**src/rtl/calc_op_sequencer.sv**
```systemverilog
// calc_op_sequencer: sequences one calculator operation per accepted rdy strobe.
// Add/sub/mul finish in the EXEC cycle; div (and optionally mod) are handed to
// an external multi-cycle divider and guarded by a DIV_TIMEOUT cycle limit.
// Optional feature: define CALC_SEQ_MOD_EN to support cmd 4 (modulo via div_r).
module calc_op_sequencer #(
    parameter int unsigned DIV_TIMEOUT = 31
) (
    input  logic        clk,
    input  logic        rst,
    input  logic        rdy,
    input  logic [7:0]  op_A,
    input  logic [7:0]  op_B,
    input  logic [3:0]  cmd,
    output logic        div_start,
    output logic [7:0]  div_a,
    output logic [7:0]  div_b,
    input  logic        div_done,
    input  logic [7:0]  div_q,
    input  logic [7:0]  div_r,
    output logic [15:0] result,
    output logic        res_valid,
    output logic        err,
    output logic        neg,
    output logic        busy,
    output logic        overrun,
    output logic [1:0]  dbg_state
);
    // Handshake rules: rdy is a one-cycle strobe accepted only in IDLE (otherwise
    // dropped and recorded in sticky overrun); div_start is a one-cycle pulse with
    // div_a/div_b held until div_done or timeout; div_done counts only in DIV_WAIT;
    // res_valid is a one-cycle strobe qualifying result/err/neg, which then hold.

    typedef enum logic [1:0] {
        IDLE     = 2'd0,
        EXEC     = 2'd1,
        DIV_WAIT = 2'd2
    } state_t;

    localparam logic [3:0] CMD_ADD = 4'd0;
    localparam logic [3:0] CMD_SUB = 4'd1;
    localparam logic [3:0] CMD_MUL = 4'd2;
    localparam logic [3:0] CMD_DIV = 4'd3;
    localparam logic [3:0] CMD_MOD = 4'd4;

    // Counter value seen on the last DIV_WAIT edge before the timeout fires.
    localparam logic [7:0] CNT_LAST = 8'(DIV_TIMEOUT - 1);

`ifdef CALC_SEQ_MOD_EN
    localparam logic MOD_EN = 1'b1;
`else
    localparam logic MOD_EN = 1'b0;
    logic unused_div_r;
    assign unused_div_r = ^div_r;
`endif

    state_t      state_q, state_d;
    logic [7:0]  a_q, a_d, b_q, b_d;
    logic [3:0]  cmd_q, cmd_d;
    logic [7:0]  cnt_q, cnt_d;
    logic [15:0] result_d;
    logic        res_valid_d, err_d, neg_d, overrun_d, div_start_d;
    logic [7:0]  div_a_d, div_b_d;

    logic [8:0]  sum9;
    logic [7:0]  mag8;
    logic [15:0] prod16;
    logic        a_lt_b;

    assign sum9   = {1'b0, a_q} + {1'b0, b_q};
    assign a_lt_b = (a_q < b_q);
    assign mag8   = a_lt_b ? (b_q - a_q) : (a_q - b_q);
    assign prod16 = {8'h00, a_q} * {8'h00, b_q};

    assign busy      = (state_q != IDLE);
    assign dbg_state = state_q;

    // State register.
    always_ff @(posedge clk or negedge rst) begin
        if (!rst) state_q <= IDLE;
        else      state_q <= state_d;
    end

    // Operand latches, timeout counter and all registered outputs.
    always_ff @(posedge clk or negedge rst) begin
        if (!rst) begin
            a_q       <= '0;
            b_q       <= '0;
            cmd_q     <= '0;
            cnt_q     <= '0;
            result    <= '0;
            res_valid <= 1'b0;
            err       <= 1'b0;
            neg       <= 1'b0;
            overrun   <= 1'b0;
            div_start <= 1'b0;
            div_a     <= '0;
            div_b     <= '0;
        end else begin
            a_q       <= a_d;
            b_q       <= b_d;
            cmd_q     <= cmd_d;
            cnt_q     <= cnt_d;
            result    <= result_d;
            res_valid <= res_valid_d;
            err       <= err_d;
            neg       <= neg_d;
            overrun   <= overrun_d;
            div_start <= div_start_d;
            div_a     <= div_a_d;
            div_b     <= div_b_d;
        end
    end

    // Next-state and next-output logic; everything holds unless a state acts.
    always_comb begin
        state_d     = state_q;
        a_d         = a_q;
        b_d         = b_q;
        cmd_d       = cmd_q;
        cnt_d       = cnt_q;
        result_d    = result;
        res_valid_d = 1'b0;
        err_d       = err;
        neg_d       = neg;
        overrun_d   = overrun;
        div_start_d = 1'b0;
        div_a_d     = div_a;
        div_b_d     = div_b;

        // Any strobe arriving while not idle is lost; remember that it happened.
        if (rdy && (state_q != IDLE)) overrun_d = 1'b1;

        case (state_q)
            IDLE: begin
                if (rdy) begin
                    a_d       = op_A;
                    b_d       = op_B;
                    cmd_d     = cmd;
                    overrun_d = 1'b0;
                    state_d   = EXEC;
                end
            end

            EXEC: begin
                state_d     = IDLE;
                res_valid_d = 1'b1;
                err_d       = 1'b0;
                neg_d       = 1'b0;
                case (cmd_q)
                    CMD_ADD: result_d = {7'b0, sum9};
                    CMD_SUB: begin
                        result_d = {8'h00, mag8};
                        neg_d    = a_lt_b;
                    end
                    CMD_MUL: result_d = prod16;
                    CMD_DIV, CMD_MOD: begin
                        if ((b_q == 8'h00) || ((cmd_q == CMD_MOD) && !MOD_EN)) begin
                            result_d = '0;
                            err_d    = 1'b1;
                        end else begin
                            // Hand off to the divider; result registers keep the old value.
                            res_valid_d = 1'b0;
                            err_d       = err;
                            neg_d       = neg;
                            div_start_d = 1'b1;
                            div_a_d     = a_q;
                            div_b_d     = b_q;
                            cnt_d       = '0;
                            state_d     = DIV_WAIT;
                        end
                    end
                    default: begin
                        result_d = '0;
                        err_d    = 1'b1;
                    end
                endcase
            end

            DIV_WAIT: begin
                // Completion takes priority over a timeout in the same cycle.
                if (div_done) begin
`ifdef CALC_SEQ_MOD_EN
                    result_d = (cmd_q == CMD_MOD) ? {8'h00, div_r} : {8'h00, div_q};
`else
                    result_d = {8'h00, div_q};
`endif
                    err_d       = 1'b0;
                    neg_d       = 1'b0;
                    res_valid_d = 1'b1;
                    state_d     = IDLE;
                end else if (cnt_q == CNT_LAST) begin
                    result_d    = '0;
                    err_d       = 1'b1;
                    neg_d       = 1'b0;
                    res_valid_d = 1'b1;
                    state_d     = IDLE;
                end else begin
                    cnt_d = cnt_q + 8'd1;
                end
            end

            default: state_d = IDLE;
        endcase
    end

endmodule

```
**config.mk**
```make
export PLATFORM = sky130hd
export DESIGN_NAME = calc_op_sequencer
export DESIGN_NICKNAME = d
export VERILOG_FILES = /design/src/rtl/calc_op_sequencer.sv
export SDC_FILE = /design/constraint.sdc
export NUM_CORES = 1
export LEC_CHECK = 0
export ABC_AREA = 1
export CORE_AREA = 4 4 119 121
export DETAILED_ROUTE_END_ITERATION = 12
export DIE_AREA = 0 0 123 125
export GPL_TIMING_DRIVEN = 0
export PLACE_DENSITY = 0.71
export SLEW_MARGIN = 20
export SYNTH_ARGS = -nofsm -noshare
export SYNTH_HDL_FRONTEND = slang
export SYNTH_SLANG_ARGS = --single-unit
```
**constraint.sdc**
```tcl
create_clock -name clk -period 4.9 [get_ports clk]
set_input_delay 1.47 -clock clk [delete_from_list [all_inputs] [get_ports clk]]
set_output_delay 1.47 -clock clk [all_outputs]
set_load 0.005 [all_outputs]
```
# [Yosys cells after proc, flatten, opt, wreduce, memory -nomap -nowiden]
# Index checks and enable logic that the tools add are counted.
[totals] ff_bits=67 latchBits=0 ram_bits=0 romBits=0 in_bits=40 output_inout_bits=40 elab_cells=86 mem_count=0
[classes] n_addsub=4 multipliers=1 n_div=0 magnitude_cmp=1 eq_ne=14 shift=0 muxes=38 n_bitwise=1 n_reduce_logical=14
[ops] cell="16-bit case mux with 4 select lines" n=1
[ops] cell="16-bit 2-to-1 mux" n=3
[ops] cell="8-bit 2-to-1 mux" n=5
[ops] cell="16-bit case mux with 2 select lines" n=1
[ops] cell="8-bit by 8-bit multiplier with 16-bit output" n=1
[ops] cell="1-bit 2-to-1 mux" n=16
[ops] cell="8-bit case mux with 2 select lines" n=1
[ops] cell="8-bit subtractor" n=2
[ops] cell="2-bit 2-to-1 mux" n=5
[ops] cell="2-bit inequality test, second input constant" n=5
[ops] cell="1-bit case mux with 2 select lines" n=5
[ops] cell="8-bit by 8-bit adder with 9-bit output" n=1
[ops] cell="8-bit by 1-bit adder with 8-bit output, second input constant" n=1
[ops] cell="4-bit by 2-bit == test with 1-bit output, second input constant" n=2
[ops] cell="8-bit by 5-bit == test with 1-bit output, second input constant" n=1
[ops] cell="8-bit zero test" n=1
[ops] cell="8-bit < comparator" n=1
[ops] cell="3-bit inequality test, second input constant" n=2
[ops] cell="2-bit case mux with 3 select lines" n=1
[ops] cell="3-bit AND reduction" n=2
[ops] cell="5-bit AND reduction" n=1
[ops] cell="4-bit by 1-bit == test with 1-bit output, second input constant" n=1
[ops] cell="4-bit by 3-bit == test with 1-bit output, second input constant" n=1
[ops] cell="4-bit zero test" n=1
[ops] cell="10 further kinds" n=12

# [Depth between registers and ports, before layout]
# Gate-level depths: netlist of run 1.
[depth] ltp_word=5 ltp_mapped=21 depth_no_buf=20

# [Least setup slack after synthesis of run 1]
# Ideal clock, no wire load.
[synth_path] path_type="register to register" from="register a_q[1]" to="register result[12]" setup_ns=0.126 t_arrival_ns=3.990 required_ns=4.774 setup_slack_ns=0.784 stages_incl_launch_ff=18 n_path_buf=1 period_less_slack_ns=4.116 path_cell_list="dfrtp_1 clkbuf_1 nand2_1 fa_1 fa_1 inv_1 fa_1 inv_1 fa_1 inv_1 ha_1 nand2_1 nand2_1 nand3_1 nand3_1 a21oi_1 xor2_1 o21ai_1"
[synth_via] elab_chain_len=3
[synth_rtl] item="from (decl)" line="57" text="logic [7:0] a_q, a_d, b_q, b_d;"
[synth_rtl] item="from (signal assigned)" line="86" text="a_q <= '0;"
[synth_rtl] item="from (signal assigned)" line="99" text="a_q <= a_d;"
[synth_rtl] item="8-bit by 8-bit multiplier with 16-bit output" line="72" text="assign prod16 = {8'h00, a_q} * {8'h00, b_q};"
[synth_rtl] item="16-bit case mux with 4 select lines" line="149" text="case (cmd_q)"
[synth_rtl] item="16-bit case mux with 2 select lines" line="133" text="case (state_q)"
[synth_rtl] item="to (signal assigned)" line="103" text="result <= result_d;"
[synth_rtl] item="to (decl)" line="20" text="output logic [15:0] result,"
# Every way passes these cells.
# A chain may end at the register's enable or synchronous reset.

# [Worst setup path after layout of run 1]
# Ends and elaborated chain as after synthesis.

==> results.py, run 1 <==
metrics = {
    "clock_tree": {
        "clk_latency_ns": 0.34,
        "clock_sinks": 67,
        "cts_made_buffers": 9,
        "clk_pin_slew_worst_paths_ns": 0.06,
        "htreeDepth": 3,
        "cts_tree": "done",
        "post_cts_buffers": 0,
        "clk_root_buffer_cell": "clkbuf_16",
        "clockBufferDepth": 2,
    },
    "sta": {
        "worst_pin_slew_ns": 0.558,
        "finalSetupTns_ns": 0,
        "skew_ns": 0.00715,
        "fmax_mhz": 214,
        "min_period_ns": 4.66,
        "maxSlewViolCount": 0,
        "report.final.setup_viol": 0,
        "rsz0062_at_grt": "false",
        "fin_crit_sh_pct": 95.1,
        "hold_violations": 0,
        "fin_ws_ns": 0.238,
        "relSlewSlack_pct": 62.8,
    },
    "logic_synthesis": {
        "yosysMostFrequentCell": "nand2_1",
        "synth.area.top_cells": "dfrtp_1 (26%), nand2_1 (16%), ha_1 (13%)",
        "async_flop_share_pct": 100,
        "yosys_most_used_dff": "dfrtp_1",
        "ys_ff_latch": 67,
        "synth_top_area_cell": "dfrtp_1",
        "yosysWarningCount": 0,
        "synth_seq_area_share_pct": 26.2,
        "yosysUniqueCellTypes": 39,
        "syn-num-nets": 1009,
        "synth.top_cell.area_share_pct": 26.2,
        "synthCells": 866,
        "syn_area_um2": 6390,
        "synth_edf_count": 0,
        "yosys-top-cells-count": "nand2_1 (266), inv_1 (166), dfrtp_1 (67), ha_1 (64), o21ai_0 (49)",
        "avgSynthCellArea_um2": 7.38,
    },
    "critical_path": {
        "critPathKind": "flop to flop",
        "cp-start-kind": "flop",
        "critPathArrivalTime_ns": 4.87,
        "crit_buf_inv": 4,
        "max_stage_delay_ns": 0.55,
        "cp-end-kind": "flop",
        "crit_required_ns": 5.11,
        "critPathSlowestCell": "fa_1",
        "crit_chain": "buf_2 > nand2_1 > fa_1 > fa_1 > inv_1 > fa_1 > inv_1 > fa_1 > inv_1 > ha_1 > nand2_1 > nor2_1 > nand2_1 > nand3_1 > a21oi_1 > xor2_1 > o21ai_1",
        "path_max_fanout": 8,
        "r2r-start": "a_q[1]",
        "cp_common_cell": "fa_1",
        "setup.worst_path.start": "a_q[1]",
        "cpLargestDelayFamily": "adder cells",
    },
    "route": {
        "via_count": 5550,
        "first_pass_iters": 5,
        "wl_mm": 16.1,
        "drt-vias-per-instance": 4.92,
        "wl_per_cell_um": 14.3,
        "drt-initial-drc-count": 395,
        "route.detailed.drc": 0,
        "ant_nets": 0,
    },
    "finish": {
        "num-nets-final": 1091,
        "layout.area.seq_um2": 1680,
        "fin_area_um2": 7640,
        "drive_above_1_share_pct": 7.24,
        "multi_input_area_um2": 3910,
        "area_growth_pct": 19.7,
        "n_antenna_cell": 0,
        "final.fill_count": 1207,
    },
    "grt": {
        "grtUsageMet1_pct": 33.6,
        "grt_pass1_vias": 5314,
        "grt_pass1_wl_mm": 27.1,
        "groute.usage.overall_pct": 22.2,
        "antenna_found_initial": 0,
        "met2_usage_pct": 33.3,
        "grt_max_degree": 50,
        "grt-busiest-layer": "met1",
        "grt-ovfl-total": 0,
        "use_met3_pct": 3.88,
    },
    "die": {
        "start_util_pct": 48.8,
        "core_area_um2": 13100,
        "die_w_um": 123,
        "ios": 80,
        "fp.dieH_um": 125,
        "dieArea_um2": 15400,
        "num_rows": 42,
    },
    "min_path": {
        "hold_class": "flop to flop",
        "hold_start": "div_a[7]",
    },
    "place": {
        "numPortBuffers": 71,
        "place.gp.congestion": 0.987,
        "dp_hpwl_mm": 12.8,
        "pre_cts_slack_ns": 0.0569,
        "place_area_um2": 7340,
    },
    "status": {
        "outcome": "finished, final reports clean",
    },
    "flow_run": {
        "drv_cap": 0,
    },
}
final cells by class:
| cell class | instances | share of cell area, % |
|---|---|---|
| well taps | 176 | 2.88 |
| repair buffers | 72 | 9.62 |
| plain buffers | 29 | 2.05 |
| multi-input cells | 597 | 51.1 |
| clock buffers | 10 | 3.13 |
| flip-flops and latches | 67 | 21.9 |
| inverters | 172 | 8.48 |
| clock inverters | 6 | 0.818 |
routing by layer:
metal,wire [um],part of all wire (%)
met1,7930,49
met2,7190,45
met3,811,5.0
met4,210,1.3
met5,0,0
registers in the layout (all words and copies together) (netlist names), named ones only:
signal,count
div_b,8
err,1
neg,1
cnt_q,8
res_valid,1
cmd_q,4
a_q,8
div_start,1
b_q,8
result,16
div_a,8
dbg_state,2
tightest hold or removal path, stage by stage, from the launching register on:
cell	delay (ns)
dfrtp_1	0.34
nand2_1	0.05
nand2_1	0.06
stage by stage:
step	hold slack, ns	std cells	util, %
2_1_floorplan	0.472	866	-
3_3_place_gp	0.466	1113	55.9
3_5_place_dp	0.468	1114	56.1
4_1_cts	0.485	1130	58.4
5_1_grt	0.506	1129	58.4
6_report	0.483	1129	58.4
cell usage in the layout, fill, tap and decap left out, types with 24 or more instances in the layout:
master,Yosys,routed
fa_1,39,39
nor2_1,34,34
dfrtp_1,67,67
nand2_1,266,266
clkdlybuf4s50_1,0,70
ha_1,64,64
a21oi_1,24,24
nand3_1,44,44
inv_1,166,166
o21ai_0,49,49
cells by family (layout without fill, tap and decap cells):
group	Yosys count	in the layout	synth area share, %
XOR/XNOR	18	18	2.47
AND/OR/NAND/NOR	378	378	25.6
buffers and inverters	202	289	12.6
adder cells (fa/ha/maj)	103	103	24.8
AO/OA/AOI/OAI	98	98	8.34
flip-flops	67	67	26.2
repair_timing:
action                                 4_1_cts  5_1_grt
endpoints found under the hold margin        0        0
gates resized for setup                      0        5
hold buffers                                 0        0
setup endpoints to repair                    0        4
path summary, 6_finish.rpt:
path | end | slack (ns) | cells after the start
max | result[12] | 0.24 | 17
min | div_a[7] | 0.48 | 2
max reg2reg | result[12] | 0.24 | 17
min reg2reg | div_a[7] | 0.48 | 2
max in group asynchronous | b_q[3] | 3.35 | 2
min in group asynchronous | b_q[6] | 1.02 | 1
Power of run 1 is left out: the tool's default activity adds up to more than one toggle a clock period on the data nets, which glitch-free logic cannot reach.
==> run 2: changes to the inputs <==
--- a/config.mk
+++ b/config.mk
@@ -6,11 +6,12 @@
 export NUM_CORES = 1
 export LEC_CHECK = 0
 export ABC_AREA = 1
+export CAP_MARGIN = 20
 export CORE_AREA = 4 4 119 121
 export DETAILED_ROUTE_END_ITERATION = 12
 export DIE_AREA = 0 0 123 125
 export GPL_TIMING_DRIVEN = 0
-export PLACE_DENSITY = 0.71
+export PLACE_DENSITY = 0.7
 export SLEW_MARGIN = 20
 export SYNTH_ARGS = -nofsm -noshare
 export SYNTH_HDL_FRONTEND = slang
==> results.py, run 2 (synthesized netlist as in run 1, its figures left out) <==
metrics = {
    "status": {
        "outcome": "finished, final reports clean",
    },
    "die": {
        "die_w_um": 123,
        "dieArea_um2": 15400,
        "ios": 80,
        "num_rows": 42,
        "core_area_um2": 13100,
        "start_util_pct": 48.8,
        "fp.dieH_um": 125,
    },
    "route": {
        "drt-initial-drc-count": 358,
        "drt-vias-per-instance": 4.88,
        "wl_per_cell_um": 14.1,
        "first_pass_iters": 5,
        "via_count": 5518,
        "route.detailed.drc": 0,
        "ant_nets": 0,
        "wl_mm": 15.9,
    },
    "finish": {
        "n_antenna_cell": 0,
        "final.fill_count": 1223,
        "final_common_cell": "nand2_1",
        "regMostFlops": "result",
        "num-nets-final": 1092,
        "layout_common_cells": "nand2_1 (266), inv_1 (166), clkdlybuf4s50_1 (70)",
        "largest_reg_flops": 16,
        "area_growth_pct": 19.4,
        "drive_above_1_share_pct": 7.23,
    },
    "clock_tree": {
        "htreeDepth": 3,
        "cts_made_buffers": 9,
        "clock_sinks": 67,
        "clk_pin_slew_worst_paths_ns": 0.06,
        "cts_tree": "done",
        "post_cts_buffers": 0,
        "cts_hold_buf": 0,
        "clk_root_buffer_cell": "clkbuf_16",
        "clk_latency_ns": 0.35,
        "clockBufferDepth": 2,
    },
    "critical_path": {
        "crit_chain": "clkbuf_1 > nand2_1 > inv_1 > fa_1 > fa_1 > fa_1 > inv_1 > fa_1 > inv_1 > ha_1 > a21o_1 > a21oi_1 > nand2_1 > xor2_1 > o21ai_1",
        "r2r-start": "a_q[2]",
        "critPathSlowestCell": "fa_1",
        "path_max_fanout": 8,
        "r2r_setup_slack_ns": 0.33,
        "cp_common_cell": "fa_1",
        "rr_worst_depth": 15,
        "cp-end-kind": "flop",
        "critPathKind": "flop to flop",
        "cp-start-kind": "flop",
        "critPathArrivalTime_ns": 4.78,
        "max_stage_delay_ns": 0.55,
        "crit_required_ns": 5.11,
        "rr_endpoint": "result[11]",
    },
    "grt": {
        "antenna_found_initial": 0,
        "grtUsageMet1_pct": 32.0,
        "met2_usage_pct": 33.8,
        "grt_pass1_vias": 5577,
        "use_met3_pct": 4.29,
        "grt_pass1_wl_mm": 27.3,
        "grt-busiest-layer": "met2",
        "grt_max_degree": 45,
        "groute.usage.overall_pct": 22.3,
        "grt-ovfl-total": 0,
    },
    "sta": {
        "report.final.setup_viol": 0,
        "skew_ns": 0.00952,
        "min_period_ns": 4.57,
        "rsz0062_at_grt": "false",
        "hold_violations": 0,
        "maxSlewViolCount": 0,
        "fin_crit_sh_pct": 93.3,
        "worst_pin_slew_ns": 0.538,
        "fmax_mhz": 219,
        "relSlewSlack_pct": 64.2,
        "finalSetupTns_ns": 0,
    },
    "place": {
        "numPortBuffers": 71,
        "dp_hpwl_mm": 12.9,
        "place.gp.congestion": 0.874,
    },
    "min_path": {
        "hold_class": "flop to flop",
        "worstHoldEndpoint": "result[15]",
        "min_delay_path_depth": 2,
        "hold_start": "result[15]",
    },
    "flow_run": {
        "drv_cap": 0,
    },
}
==> run 2: cell types whose count changed in the layout (fill, tap and decap cells not counted) <==
cell,delta
clkbuf_1,+1
clkbuf_2,+1
buf_2,-1
bufinv_16,-1
clkinv_2,-1
inv_6,-1
clkinvlp_4,+3
==> run 2: how the worst max path moves through the flow <==
stage / startpoint / endpoint / slack (ns) / cells past startpoint
2_1_floorplan: a_q[1] / result[12] / 0.78 / 17
3_3_place_gp: rst / result[7] / 0.05 / 1
3_5_place_dp: a_q[1] / result[12] / 0.21 / 17
4_1_cts: a_q[1] / result[12] / 0.19 / 17
5_1_grt: a_q[2] / result[15] / 0.02 / 18
6_report: a_q[2] / result[11] / 0.33 / 15
==> run 2: timing repair <==
item | CTS | global route
endpoints found under the hold margin | 0 | 0
endpoints found under the setup margin | 0 | 5
resized for setup | 0 | 4
==> run 2: final cells by class <==
cell class | count | area (um2) | area share [%]
sequential | 67 | 1680 | 22.0
multi-input combinational | 597 | 3910 | 51.2
buffer | 30 | 160 | 2.10
clock buffer | 10 | 239 | 3.13
tap | 176 | 220 | 2.89
clock inverter | 6 | 41.3 | 0.541
timing repair buffer | 72 | 736 | 9.65
inverter | 172 | 648 | 8.50
==> run 2: per-stage QoR <==
step	std cells	utilization, %	worst slack, ns	hold slack, ns	instance area, um2
final	1130	58.3	0.330	0.478	7630
after global routing	1130	58.3	0.0232	0.495	7630
after CTS	1130	58.3	0.187	0.483	7620
after detailed placement	1114	56.1	0.207	0.470	7340
after global placement	1113	55.9	0.0541	0.470	7320
after floorplan	866	-	0.784	0.472	6390
==> run 2: layer usage <==
metal | routed length (um) | part of all wire (%)
met1 | 7770 | 49
met3 | 659 | 4.1
met5 | 0 | 0
met2 | 7110 | 45
met4 | 368 | 2.3
==> run 2: critical path: cells and delay by family, from the launching register on <==
kind,cells,cell delay (ns)
adder cells (fa/ha/maj),5,2.44
buffers and inverters,4,0.61
AO/OA/AOI/OAI,3,0.61
flip-flops,1,0.38
AND/OR/NAND/NOR,2,0.22
XOR/XNOR,1,0.20
Power of run 2 is left out for the same reason.
